===== config.mk =====
export PLATFORM = sky130hd
export DESIGN_NAME = player1_render_flat
export DESIGN_NICKNAME = d
export VERILOG_FILES = /design/src/rtl/player1_render_pkg.sv /design/src/rtl/player1_render_if.sv /design/src/rtl/pipe_delay.sv /design/src/rtl/player1_render.sv /design/src/flat_wrapper.sv
export SDC_FILE = /design/constraint.sdc
export NUM_CORES = 1
export LEC_CHECK = 0
export BUFFER_PORTS_ARGS = -buffer_cell sky130_fd_sc_hd__buf_4
export CORE_MARGIN = 2
export CORE_UTILIZATION = 50
export CTS_CLUSTER_SIZE = 20
export DETAILED_ROUTE_END_ITERATION = 8
export GPL_ROUTABILITY_DRIVEN = 0
export GPL_TIMING_DRIVEN = 0
export PLACE_DENSITY = 0.77
export SLEW_MARGIN = 20
export SYNTH_ARGS = -nofsm -noshare
export SYNTH_HDL_FRONTEND = slang
export SYNTH_HIERARCHICAL = 1
export SYNTH_SLANG_ARGS = --single-unit
export TNS_END_PERCENT = 20

===== constraint.sdc =====
create_clock -name clk -period 3.2 [get_ports clk]
set_input_delay 0.64 -clock clk [delete_from_list [all_inputs] [get_ports clk]]
set_output_delay 0.64 -clock clk [all_outputs]
set_load 0.005 [all_outputs]

===== src/rtl/player1_render_pkg.sv =====
// -----------------------------------------------------------------------------
// player1_render_pkg
// Shared constants and types for the player-1 sprite render stage.
//   - Sprite geometry (128x128) and ROM address split (row bits | column bits)
//   - Default ROM latency and hit-flash duration
//   - Transparent key colour and the 12-bit RGB 4:4:4 pixel type
//   - Visible screen size (640x480)
//   - mirror_col: horizontal mirroring of a sprite column index
// -----------------------------------------------------------------------------
package player1_render_pkg;

    localparam int SPRITE_W         = 128;
    localparam int SPRITE_H         = 128;
    localparam int COL_W            = $clog2(SPRITE_W);
    localparam int ROW_W            = $clog2(SPRITE_H);
    localparam int ADDR_W           = COL_W + ROW_W;
    localparam int SPRITE_LAT_DEF   = 2;
    localparam int FLASH_FRAMES_DEF = 60;
    localparam int SCREEN_W         = 640;
    localparam int SCREEN_H         = 480;
    localparam int RGB_W            = 12;

    typedef logic [RGB_W-1:0]  rgb_t;
    typedef logic [ADDR_W-1:0] sprite_addr_t;

    localparam rgb_t TRANSPARENT = 12'hF0F;

    // Column index as fetched from the ROM: mirrored when the player faces left.
    function automatic logic [COL_W-1:0] mirror_col(input logic [COL_W-1:0] dx,
                                                    input logic            face_left);
        logic [COL_W-1:0] col;
        if (face_left) begin
            col = COL_W'(SPRITE_W - 1) - dx;
        end else begin
            col = dx;
        end
        return col;
    endfunction

endpackage


===== src/rtl/player1_render_if.sv =====
// -----------------------------------------------------------------------------
// player1_render_if
// Sprite-ROM bus between the render stage and the player-1 sprite selector.
//   sprite_addr  : 14-bit registered ROM address (render -> selector)
//   sprite_pixel : 12-bit RGB returned SPRITE_LAT clocks later (selector -> render)
// Modports: master = render stage, slave = sprite selector / ROM.
// -----------------------------------------------------------------------------
interface player1_render_if;
    import player1_render_pkg::*;

    sprite_addr_t sprite_addr;
    rgb_t         sprite_pixel;

    modport master (output sprite_addr, input sprite_pixel);
    modport slave  (input sprite_addr, output sprite_pixel);

endinterface


===== src/rtl/pipe_delay.sv =====
// -----------------------------------------------------------------------------
// pipe_delay
// Fixed-depth register delay line with synchronous active-high reset.
//   clk   : clock
//   rst   : synchronous reset, clears every stage
//   d     : WIDTH-bit input
//   q     : d delayed by DEPTH clocks (DEPTH >= 1)
// -----------------------------------------------------------------------------
module pipe_delay #(
    parameter int WIDTH = 1,
    parameter int DEPTH = 1
) (
    input  logic             clk,
    input  logic             rst,
    input  logic [WIDTH-1:0] d,
    output logic [WIDTH-1:0] q
);

    logic [WIDTH-1:0] stage_r [DEPTH];

    // Shift register: stage 0 takes d, each later stage takes its predecessor.
    always_ff @(posedge clk) begin
        if (rst) begin
            for (int i = 0; i < DEPTH; i++) begin
                stage_r[i] <= '0;
            end
        end else begin
            stage_r[0] <= d;
            for (int i = 1; i < DEPTH; i++) begin
                stage_r[i] <= stage_r[i-1];
            end
        end
    end

    assign q = stage_r[DEPTH-1];

endmodule


===== src/rtl/player1_render.sv =====
// -----------------------------------------------------------------------------
// player1_render
// Generates the player-1 sprite ROM address from the scan position and the
// frame-latched player position, then composites the returned pixel over the
// background. Latency hcount -> rgb_out is SPRITE_LAT + 2 clocks, no stalls.
// Ports:
//   clk, rst          : clock, synchronous active-high reset
//   hcount, vcount    : scan column/row
//   video_on          : visible region flag, aligned with hcount/vcount
//   frame_start       : one-clock pulse before the first visible pixel
//   bg_rgb            : background colour, aligned with hcount/vcount
//   pos_x, pos_y      : live sprite top-left position
//   facing_left       : 1 = mirror horizontally
//   hit               : one-clock damage pulse, starts the blink period
//   sprite_bus        : ROM bus (sprite_addr out, sprite_pixel in)
//   rgb_out           : composited colour, 0 when blanked
//   opaque_out        : visible opaque sprite pixel drawn this clock
//   video_on_out      : video_on aligned with rgb_out
// -----------------------------------------------------------------------------
module player1_render
    import player1_render_pkg::*;
#(
    parameter int SPRITE_LAT   = SPRITE_LAT_DEF,
    parameter int FLASH_FRAMES = FLASH_FRAMES_DEF
) (
    input  logic                     clk,
    input  logic                     rst,
    input  logic [9:0]               hcount,
    input  logic [9:0]               vcount,
    input  logic                     video_on,
    input  logic                     frame_start,
    input  rgb_t                     bg_rgb,
    input  logic [9:0]               pos_x,
    input  logic [9:0]               pos_y,
    input  logic                     facing_left,
    input  logic                     hit,
    player1_render_if.master         sprite_bus,
    output rgb_t                     rgb_out,
    output logic                     opaque_out,
    output logic                     video_on_out
);

    localparam int FLASH_W = $clog2(FLASH_FRAMES + 1);
    localparam int DLY_W   = 2 + RGB_W;

    // Frame-latched position/facing and blink state
    logic [9:0]         lx_r;
    logic [9:0]         ly_r;
    logic               lface_r;
    logic [FLASH_W-1:0] flash_cnt_r;
    logic [FLASH_W-1:0] flash_next_s;
    logic               hidden_r;

    // Stage 1: address generation
    logic [10:0]        dx_s;
    logic [10:0]        dy_s;
    logic               in_box_s;
    logic [COL_W-1:0]   col_s;
    sprite_addr_t       addr_s;
    sprite_addr_t       sprite_addr_r;
    logic               in_box_r;
    logic               video_on_r;
    rgb_t               bg_r;

    // Alignment line and composite stage
    logic [DLY_W-1:0]   dly_in_s;
    logic [DLY_W-1:0]   dly_out_s;
    logic               in_box_d_s;
    logic               video_on_d_s;
    rgb_t               bg_d_s;
    logic               show_s;
    rgb_t               rgb_next_s;
    rgb_t               rgb_out_r;
    logic               opaque_out_r;
    logic               video_on_out_r;

    // Flash counter next value: a hit reload takes priority over the per-frame decrement.
    always_comb begin
        flash_next_s = flash_cnt_r;
        if (hit) begin
            flash_next_s = FLASH_W'(FLASH_FRAMES);
        end else if (frame_start && (flash_cnt_r != '0)) begin
            flash_next_s = flash_cnt_r - FLASH_W'(1);
        end else begin
            flash_next_s = flash_cnt_r;
        end
    end

    // Per-frame state: position/facing and the hidden flag only move on frame_start
    // so a whole frame renders from one consistent snapshot.
    always_ff @(posedge clk) begin
        if (rst) begin
            lx_r        <= 10'd0;
            ly_r        <= 10'd0;
            lface_r     <= 1'b0;
            flash_cnt_r <= '0;
            hidden_r    <= 1'b0;
        end else begin
            flash_cnt_r <= flash_next_s;
            if (frame_start) begin
                lx_r     <= pos_x;
                ly_r     <= pos_y;
                lface_r  <= facing_left;
                // Uses the post-update count so a coincident hit blanks this frame.
                hidden_r <= (flash_next_s != '0) && flash_next_s[2];
            end
        end
    end

    // Box test and ROM address. The explicit hcount>=lx / vcount>=ly terms stop a
    // wrapped (negative) difference from aliasing into the box.
    always_comb begin
        dx_s     = {1'b0, hcount} - {1'b0, lx_r};
        dy_s     = {1'b0, vcount} - {1'b0, ly_r};
        in_box_s = (hcount >= lx_r) && (dx_s < 11'(SPRITE_W)) &&
                   (vcount >= ly_r) && (dy_s < 11'(SPRITE_H));
        col_s    = mirror_col(dx_s[COL_W-1:0], lface_r);
        // Power-of-two width: row*SPRITE_W + col is a plain concatenation.
        if (in_box_s) begin
            addr_s = {dy_s[ROW_W-1:0], col_s};
        end else begin
            addr_s = '0;
        end
    end

    // Stage 1 registers: ROM address plus the side-band that must follow the pixel.
    always_ff @(posedge clk) begin
        if (rst) begin
            sprite_addr_r <= '0;
            in_box_r      <= 1'b0;
            video_on_r    <= 1'b0;
            bg_r          <= '0;
        end else begin
            sprite_addr_r <= addr_s;
            in_box_r      <= in_box_s;
            video_on_r    <= video_on;
            bg_r          <= bg_rgb;
        end
    end

    assign sprite_bus.sprite_addr = sprite_addr_r;
    assign dly_in_s               = {in_box_r, video_on_r, bg_r};

    pipe_delay #(
        .WIDTH (DLY_W),
        .DEPTH (SPRITE_LAT)
    ) u_align (
        .clk (clk),
        .rst (rst),
        .d   (dly_in_s),
        .q   (dly_out_s)
    );

    assign {in_box_d_s, video_on_d_s, bg_d_s} = dly_out_s;

    // Composite: key colour and blink-hidden frames fall through to the background.
    always_comb begin
        show_s = in_box_d_s && !hidden_r && (sprite_bus.sprite_pixel != TRANSPARENT);
        if (!video_on_d_s) begin
            rgb_next_s = '0;
        end else if (show_s) begin
            rgb_next_s = sprite_bus.sprite_pixel;
        end else begin
            rgb_next_s = bg_d_s;
        end
    end

    // Output register stage.
    always_ff @(posedge clk) begin
        if (rst) begin
            rgb_out_r      <= '0;
            opaque_out_r   <= 1'b0;
            video_on_out_r <= 1'b0;
        end else begin
            rgb_out_r      <= rgb_next_s;
            opaque_out_r   <= show_s && video_on_d_s;
            video_on_out_r <= video_on_d_s;
        end
    end

    assign rgb_out      = rgb_out_r;
    assign opaque_out   = opaque_out_r;
    assign video_on_out = video_on_out_r;

endmodule


===== src/flat_wrapper.sv =====
// flat-port wrapper written by rule: the top's interface ports become plain ports
module player1_render_flat import player1_render_pkg::*;
#(
    parameter int SPRITE_LAT   = SPRITE_LAT_DEF,
    parameter int FLASH_FRAMES = FLASH_FRAMES_DEF
)
  (clk, rst, hcount, vcount, video_on, frame_start, bg_rgb, pos_x, pos_y, facing_left, hit, rgb_out, opaque_out, video_on_out, sprite_bus_sprite_addr, sprite_bus_sprite_pixel);
  player1_render_if sprite_bus_i ();
  input  logic clk;
  input  logic rst;
  input  logic [9:0] hcount;
  input  logic [9:0] vcount;
  input  logic video_on;
  input  logic frame_start;
  input  rgb_t bg_rgb;
  input  logic [9:0] pos_x;
  input  logic [9:0] pos_y;
  input  logic facing_left;
  input  logic hit;
  output rgb_t rgb_out;
  output logic opaque_out;
  output logic video_on_out;
  output wire logic [$bits(sprite_bus_i.sprite_addr)-1:0] sprite_bus_sprite_addr;
  input wire logic [$bits(sprite_bus_i.sprite_pixel)-1:0] sprite_bus_sprite_pixel;
  assign sprite_bus_sprite_addr = sprite_bus_i.sprite_addr;
  assign sprite_bus_i.sprite_pixel = sprite_bus_sprite_pixel;
  player1_render #(.SPRITE_LAT(SPRITE_LAT), .FLASH_FRAMES(FLASH_FRAMES)) u_core (.clk(clk), .rst(rst), .hcount(hcount), .vcount(vcount), .video_on(video_on), .frame_start(frame_start), .bg_rgb(bg_rgb), .pos_x(pos_x), .pos_y(pos_y), .facing_left(facing_left), .hit(hit), .sprite_bus(sprite_bus_i), .rgb_out(rgb_out), .opaque_out(opaque_out), .video_on_out(video_on_out));
endmodule

==> out/results.tsv, run 1 <==
metric	value	unit
status	finished, final reports clean	
minimum clock period	2717	ps
CTS max path bufs	2	
count of antenna diodes in the layout	0	
total power per unit cell area	472.0	nW/um^2
highest layer used for signal routing	met4	
Async SR Flop Fraction	0	
Critical Path Sink Type	register	
aggregate global-route resource usage	0.1894	
register-to-register setup slack	580	ps
Mapped Cells	424	
final routed wire length divided by cell count	12.97	microns
routed length on met3	325	microns
Design Power	2511	uW
count of different cell masters after synthesis	50	
RR Endpoint	u_core/sprite_bus.sprite_addr[5]$_SDFF_PP0_	
required time of the critical path	3490	ps
headroom to the max-slew limit	0.4556	
arrival time at the worst endpoint	3010	ps
max-capacitance violation count	0	
post-synthesis instance area	4265	sq um
post-synthesis share of cell area spent on full adders, half adders and majority gates	0.07392	
post-synthesis share of cell area spent on and, or, nand and nor gates	0.1889	
die span in x	96.36	microns
buffers inserted during post-CTS setup optimization	0	
XOR/XNOR Fraction of Synth Area	0.04312	
hold bufs inserted after CTS	0	
worst flop-to-flop path startpoint	u_core/lx_r[0]$_SDFFE_PP0P_	
flip-flop cell with the highest count after synthesis	sky130_fd_sc_hd__dfxtp_1	
cell area after placement	5117	sq um
detailed-router iteration count before antenna repair	4	
Num Clock Sinks	98	
Die Footprint	9285	sq um
nets	625	
# fillers	725	
detailed placer's ending HPWL	6456	microns
fraction of the cycle the final worst path needs	0.8492	
most frequent cells after synthesis	sky130_fd_sc_hd__dfxtp_1, sky130_fd_sc_hd__nor2_1, sky130_fd_sc_hd__nor2b_1	
largest net degree at the start of global routing	21	
average instance area after synthesis	10.06	sq um
routed vias	3079	
fraction of the core area covered by cells at the end of the flow	0.6442	
met1 layer wirelength in the final routing	3865	microns
number of storage elements in the synthesis netlist	98	
Max Clk Rate	0.3680	GHz
yosys synthesis warning count	6	
via-per-instance ratio	4.803	
floorplan die height	96.36	microns
syn_nets	518	
signed area change from the synthesized netlist to the final layout	24.73	%
worst min-delay path startpoint	u_core/u_align/stage_r[0][7]$_SDFF_PP0_	
global route overflow	0	
clock slew at the register clock pins of the worst setup and hold paths	110	ps
CTS tree	done	
sequential area share after synthesis	0.4600	
global-route wire length before repair	13470	microns
number of global-route vias before repair	2940	
Routed Antenna Nets	0	
startpoint class of the critical path	input port	
CTS HTree Levels	3	
layout cell share with drive strength beyond 1	0.2910	
setup clock skew after layout	10.66	ps
clock latency on the worst-skew pair	370	ps
core area	8258	sq um
highest ir drop seen on vdd	0.2098	mV
root cell of the clock tree	sky130_fd_sc_hd__clkbuf_8	
number of setup violations in the final report	0	
area share of the leading cell type in the synthesized netlist	0.4600	
count of standard-cell rows	33	
most common cell in the synthesized netlist	sky130_fd_sc_hd__dfxtp_1	
complex-gate fraction of the synthesized area	0.08008	
sum of met2 wire segment lengths after detailed routing	4001	microns
transition time of the tightest slew-check pin	816.6	ps
type of the worst setup path	in -> reg	
number of cells on the worst reg-to-reg path	10	
total of cells resized after clock tree synthesis	0	
final non-filler cell area	5320	sq um
hold crit path type	reg -> reg	
total wire length after detailed routing	8316	microns
residual DRC count	0	
Port Buffer Count	96	
DR iter-0 viols	70	
initial antenna violation count	0	
Hold Path Cell Cnt	1	
RSZ-0062 raised after global routing	false	
count of final hold-check violations	0	
hold path endpoint	u_core/u_align/stage_r[0][21]$_SDFF_PP0_	
post-synthesis mux area share	0.08243	
Max FO, Critical Path	10	
effective utilization at floorplan	0.5165	
EDFF count, synth	0	
IO Count	98	
leakage power	0.002441	uW
dominant combinational cell family by area after synthesis	simple AND/OR/NAND/NOR gates	
setup_tns	0	ps
CTS buffer count	9	
largest cells by area after synthesis	sky130_fd_sc_hd__dfxtp_1, sky130_fd_sc_hd__mux2i_1, sky130_fd_sc_hd__ha_1	
cell type with the largest total area after synthesis	sky130_fd_sc_hd__dfxtp_1	
final count of pins violating max slew	0	
## layer usage
| layer | up-vias | GRT usage |
|---|---|---|
| li1 | 1614 | - |
| met3 | 11 | 0.03524 |
| met4 | 0 | 0.08451 |
| met5 | - | 0 |
| met1 | 1389 | 0.2446 |
| met2 | 65 | 0.3084 |
## flip-flops by register name, indices dropped and copies added (netlist names)
register / count
u_core/u_align/stage_r: 28
u_core/sprite_bus.sprite_addr: 14
u_core/bg_r: 12
u_core/rgb_out: 12
u_core/lx_r: 10
u_core/ly_r: 10
u_core/flash_cnt_r: 6
u_core/hidden_r: 1
u_core/in_box_r: 1
u_core/lface_r: 1
u_core/opaque_out: 1
u_core/video_on_out: 1
u_core/video_on_r: 1
## final cells by class
cell class	count	area [sq um]	share of cell area
inverters	30	112.6	0.02117
clock buffers	9	123.9	0.02328
clock inverters	7	78.83	0.01482
well taps	105	131.4	0.02469
repair buffers	96	720.7	0.1355
flip-flops and latches	98	1962	0.3688
plain buffers	30	192.7	0.03622
multi-input cells	266	1998	0.3756
## kinds of logic (layout without fill, tap and decap cells)
logic type	count (synthesis)	after routing
AOI/OAI and AO/OA	47	47
xor gates and xnor gates	21	21
adders and majority gates	24	24
buffers and inverters	60	172
DFF	98	98
muxes	35	35
and+or+nand+nor	139	139
## stage by stage
step           instances  hold slack (ps)  setup slack, ps
6_report             641            443.6            482.5
5_1_grt              641            448.6            335.5
4_1_cts              641            445.1            492.2
3_5_place_dp         625            420.4            104.9
3_3_place_gp         625            419.7            161.5
2_1_floorplan        424            413.8            540.7
## worst max-delay path, cell delays in order
cell	delay [ps]
sky130_fd_sc_hd__buf_4	110
sky130_fd_sc_hd__inv_1	50
sky130_fd_sc_hd__ha_1	190
sky130_fd_sc_hd__inv_1	60
sky130_fd_sc_hd__fa_1	400
sky130_fd_sc_hd__a21o_1	210
sky130_fd_sc_hd__a221oi_4	320
sky130_fd_sc_hd__nor3_2	90
sky130_fd_sc_hd__a311oi_2	350
sky130_fd_sc_hd__nand4b_4	190
sky130_fd_sc_hd__buf_6	200
sky130_fd_sc_hd__nor3_2	200
## layout by cell type, fill, tap and decap left out, drive strengths merged, types with 2 or more instances in the layout
| cell type | n |
|---|---|
| or3 | 2 |
| dfxtp | 98 |
| inv | 35 |
| a21oi | 15 |
| a31oi | 2 |
| nor3 | 17 |
| ha | 22 |
| clkbuf | 16 |
| a21o | 2 |
| clkinv | 2 |
| nor4b | 3 |
| nor2b | 36 |
| nand4b | 3 |
| o21ai | 6 |
| xnor2 | 13 |
| and2b | 8 |
| nand2 | 7 |
| nand3 | 4 |
| buf | 119 |
| fa | 2 |
| o21a | 4 |
| xor2 | 8 |
| o22ai | 2 |
| nor2 | 50 |
| a211oi | 3 |
| a2111oi | 2 |
| mux2i | 34 |
| nand2b | 6 |
## how the worst max path moves through the flow
stage               depth (start not counted)  slack, ps                                           to  startpoint
floorplan                                  11        540  u_core/sprite_bus.sprite_addr[0]$_SDFF_PP0_   hcount[0]
global placement                           12        160  u_core/sprite_bus.sprite_addr[5]$_SDFF_PP0_   hcount[0]
detailed placement                         12        100  u_core/sprite_bus.sprite_addr[5]$_SDFF_PP0_   hcount[0]
CTS                                        12        490  u_core/sprite_bus.sprite_addr[5]$_SDFF_PP0_   hcount[0]
global route                               12        340  u_core/sprite_bus.sprite_addr[5]$_SDFF_PP0_   hcount[0]
finish                                     12        480  u_core/sprite_bus.sprite_addr[5]$_SDFF_PP0_   hcount[0]
## power by group
| group | internal, uW | total, uW | switching, uW |
|---|---|---|---|
| Combinational | 210 | 425 | 215 |
| Clock | 315 | 803 | 488 |
| Sequential | 1260 | 1280 | 19.3 |
Note: power is estimated with default switching activity, not from simulation.
==> inputs of run 2 (changes only) <==
--- a/config.mk
+++ b/config.mk
@@ -7,7 +7,7 @@
 export LEC_CHECK = 0
 export BUFFER_PORTS_ARGS = -buffer_cell sky130_fd_sc_hd__buf_4
 export CORE_MARGIN = 2
-export CORE_UTILIZATION = 50
+export CORE_UTILIZATION = 48
 export CTS_CLUSTER_SIZE = 20
 export DETAILED_ROUTE_END_ITERATION = 8
 export GPL_ROUTABILITY_DRIVEN = 0
==> constraint.sdc (replaced) <==
create_clock -name clk -period 2.5 [get_ports clk]
set_input_delay 0.5 -clock clk [delete_from_list [all_inputs] [get_ports clk]]
set_output_delay 0.5 -clock clk [all_outputs]
set_load 0.005 [all_outputs]
==> run 2 against run 1 <==
  * Power grew 31%
  * Core utilization shrank 1.4 points
  * Setup slack lost 420 ps
  * Flip-flop and latch count is the same
  * Cell count grew 1.4%
  * Routed wire length grew 12%
==> out/results.tsv, run 2 (synthesis gave the netlist of run 1 again) <==
metric	value	unit	change
status	finished, final reports clean		
Design Power	3290	uW	+31%
transition time of the tightest slew-check pin	862.2	ps	+45.56 ps
number of setup violations in the final report	0		unchanged
Hold Path Cell Cnt	2		+1
headroom to the max-slew limit	0.4252		-0.03037
met2 usage in global routing	0.3451		+0.03665
hold bufs inserted after CTS	0		unchanged
count of antenna diodes in the layout	0		unchanged
detailed-router iteration count before antenna repair	4		unchanged
number of flip-flops in the largest register	28		unchanged
count of standard-cell rows	34		+3.0%
startpoint class of the critical path	register		
number of global-route vias before repair	3241		+10%
IO Count	98		unchanged
final routed wire length divided by cell count	14.30	microns	+10%
total power per unit cell area	601.8	nW/um^2	+27%
CTS buffer count	9		unchanged
final count of pins violating max slew	0		unchanged
floorplan die height	98.27	microns	+2.0%
layout cell share with drive strength beyond 1	0.3137		+0.02261
clock slew at the register clock pins of the worst setup and hold paths	90	ps	-20 ps
arrival time at the worst endpoint	2680	ps	-330 ps
RR Endpoint	u_core/in_box_r$_SDFF_PP0_		
nets	631		+0.96%
worst flop-to-flop path startpoint	u_core/ly_r[0]$_SDFFE_PP0P_		
global-route wire length before repair	14770	microns	+9.7%
root cell of the clock tree	sky130_fd_sc_hd__clkbuf_8		
aggregate global-route resource usage	0.1903		+0.0008856
non-filler cells, final	650		+1.4%
residual DRC count	0		unchanged
CTS HTree Levels	3		unchanged
worst min-delay path startpoint	hit		
combined buffer and inverter count along the critical path	1		-3
leakage power	0.002501	uW	+2.5%
cell class contributing the biggest share of worst-path delay	simple AND/OR/NAND/NOR gates		
ordered cell list for the critical path	ha_1 -> fa_1 -> nand2b_1 -> a21oi_2 -> nor3_1 -> or3_1 -> nand4b_4 -> clkbuf_16 -> nor2_1		
die span in x	98.27	microns	+2.0%
global route hottest layer	met2		
Num Clock Sinks	98		unchanged
Max Clk Rate	0.4108	GHz	
Routed Antenna Nets	0		unchanged
Port Buffer Count	96		unchanged
register with the most flip-flops	u_core/u_align/stage_r		
initial antenna violation count	0		unchanged
hold path endpoint	u_core/flash_cnt_r[0]$_SDFF_PP0_		
slowest cell delay on critical path	430	ps	+30 ps
setup clock skew after layout	15.48	ps	+4.823 ps
signed area change from the synthesized netlist to the final layout	28.19	%	
DR iter-0 viols	77		+10%
CTS max path bufs	2		unchanged
CTS tree	done		
met3 capacity usage during global routing	0.04009		+0.004847
Critical Path Sink Type	register		
max-capacitance violation count	0		unchanged
effective utilization at floorplan	0.4915		-0.02502
routed vias	3224		+4.7%
via-per-instance ratio	4.960		+3.3%
most common library cell in the layout ignoring fill and taps	sky130_fd_sc_hd__buf_4		
number of cells on the worst reg-to-reg path	9		-1
core area	8678	sq um	+5.1%
largest net degree at the start of global routing	18		-14%
minimum clock period	2435	ps	
fraction of the cycle the final worst path needs	0.9738		
cell with the largest stage delay on the worst path	sky130_fd_sc_hd__or3_1		
top library cells by usage in the layout, fill and taps aside	sky130_fd_sc_hd__buf_4, sky130_fd_sc_hd__dfxtp_1, sky130_fd_sc_hd__nor2_1, sky130_fd_sc_hd__nor2b_1, sky130_fd_sc_hd__mux2i_1		
Die Footprint	9656	sq um	+4.0%
required time of the critical path	2750	ps	-740 ps
total wire length after detailed routing	9294	microns	+12%
type of the worst setup path	reg -> reg		
highest ir drop seen on vdd	0.2906	mV	+38%
global route overflow	0		unchanged
detailed placer's ending HPWL	6893	microns	+6.8%
hold crit path type	in -> reg		
met1 track demand over resource	0.2240		-0.02059
register-to-register setup slack	70	ps	-510 ps
clock latency on the worst-skew pair	360	ps	about the same
count of final hold-check violations	0		unchanged
Post-Place Cells	628		+0.48%
Max FO, Critical Path	5		-5
[run 2: per-layer routing]
| metal | vias to the layer above | wire (microns) |
|---|---|---|
| li1 | 1620 | - |
| met1 | 1512 | 3925 |
| met2 | 77 | 4826 |
| met3 | 15 | 388 |
| met4 | 0 | 153 |
| met5 | - | 0 |
[run 2: how the worst max path moves through the flow]
| stage | startpoint | end | slack, ps | cells past startpoint |
|---|---|---|---|---|
| after global routing | u_core/lx_r[8]$_SDFFE_PP0P_ | u_core/sprite_bus.sprite_addr[8]$_SDFF_PP0_ | -110 | 10 |
| after global placement | hcount[0] | u_core/sprite_bus.sprite_addr[5]$_SDFF_PP0_ | -390 | 12 |
| after detailed placement | hcount[0] | u_core/sprite_bus.sprite_addr[5]$_SDFF_PP0_ | -440 | 12 |
| after floorplan | hcount[0] | u_core/sprite_bus.sprite_addr[0]$_SDFF_PP0_ | -20 | 11 |
| after CTS | u_core/lx_r[0]$_SDFFE_PP0P_ | u_core/sprite_bus.sprite_addr[3]$_SDFF_PP0_ | -50 | 10 |
| final | u_core/ly_r[0]$_SDFFE_PP0P_ | u_core/in_box_r$_SDFF_PP0_ | 70 | 9 |
[run 2: area by class of cell]
type / count / area [sq um]
Multi-Input combinational cell: 266 / 2066
Timing Repair Buffer: 102 / 787.0
Fill cell: 723 / 3211
Clock buffer: 10 / 127.6
Clock inverter: 6 / 73.82
Buffer: 30 / 202.7
Sequential cell: 98 / 1963
Tap cell: 108 / 135.1
Inverter: 30 / 112.6
[run 2: timing repair]
| item | CTS | global route |
|---|---|---|
| pin swaps | 14 | 6 |
| setup buffers | 5 | 1 |
| cloned | 1 | 0 |
| setup endpoints to repair | 11 | 15 |
| gates resized for setup | 9 | 12 |
[run 2: report_power, final]
part           switching [uW]  leakage (uW)  internal [uW]
Combinational             311       0.00160            294
Sequential               25.8      0.000803           1620
Clock                     565     0.0000954            477
Total                     902       0.00250           2390
[run 2: metrics by stage]
step           setup slack, ps    util  TNS [ps]  area [sq um]  hold WS, ps
2_1_floorplan           -19.30       -    -135.1          4265        413.8
3_3_place_gp            -394.7  0.5901     -4542          5121        420.1
3_5_place_dp            -435.8  0.5901     -5220          5121        425.4
4_1_cts                 -51.15  0.6237    -239.9          5413        324.3
5_1_grt                 -109.1  0.6300    -760.3          5468        322.9
6_report                 65.49  0.6300         0          5468        336.2
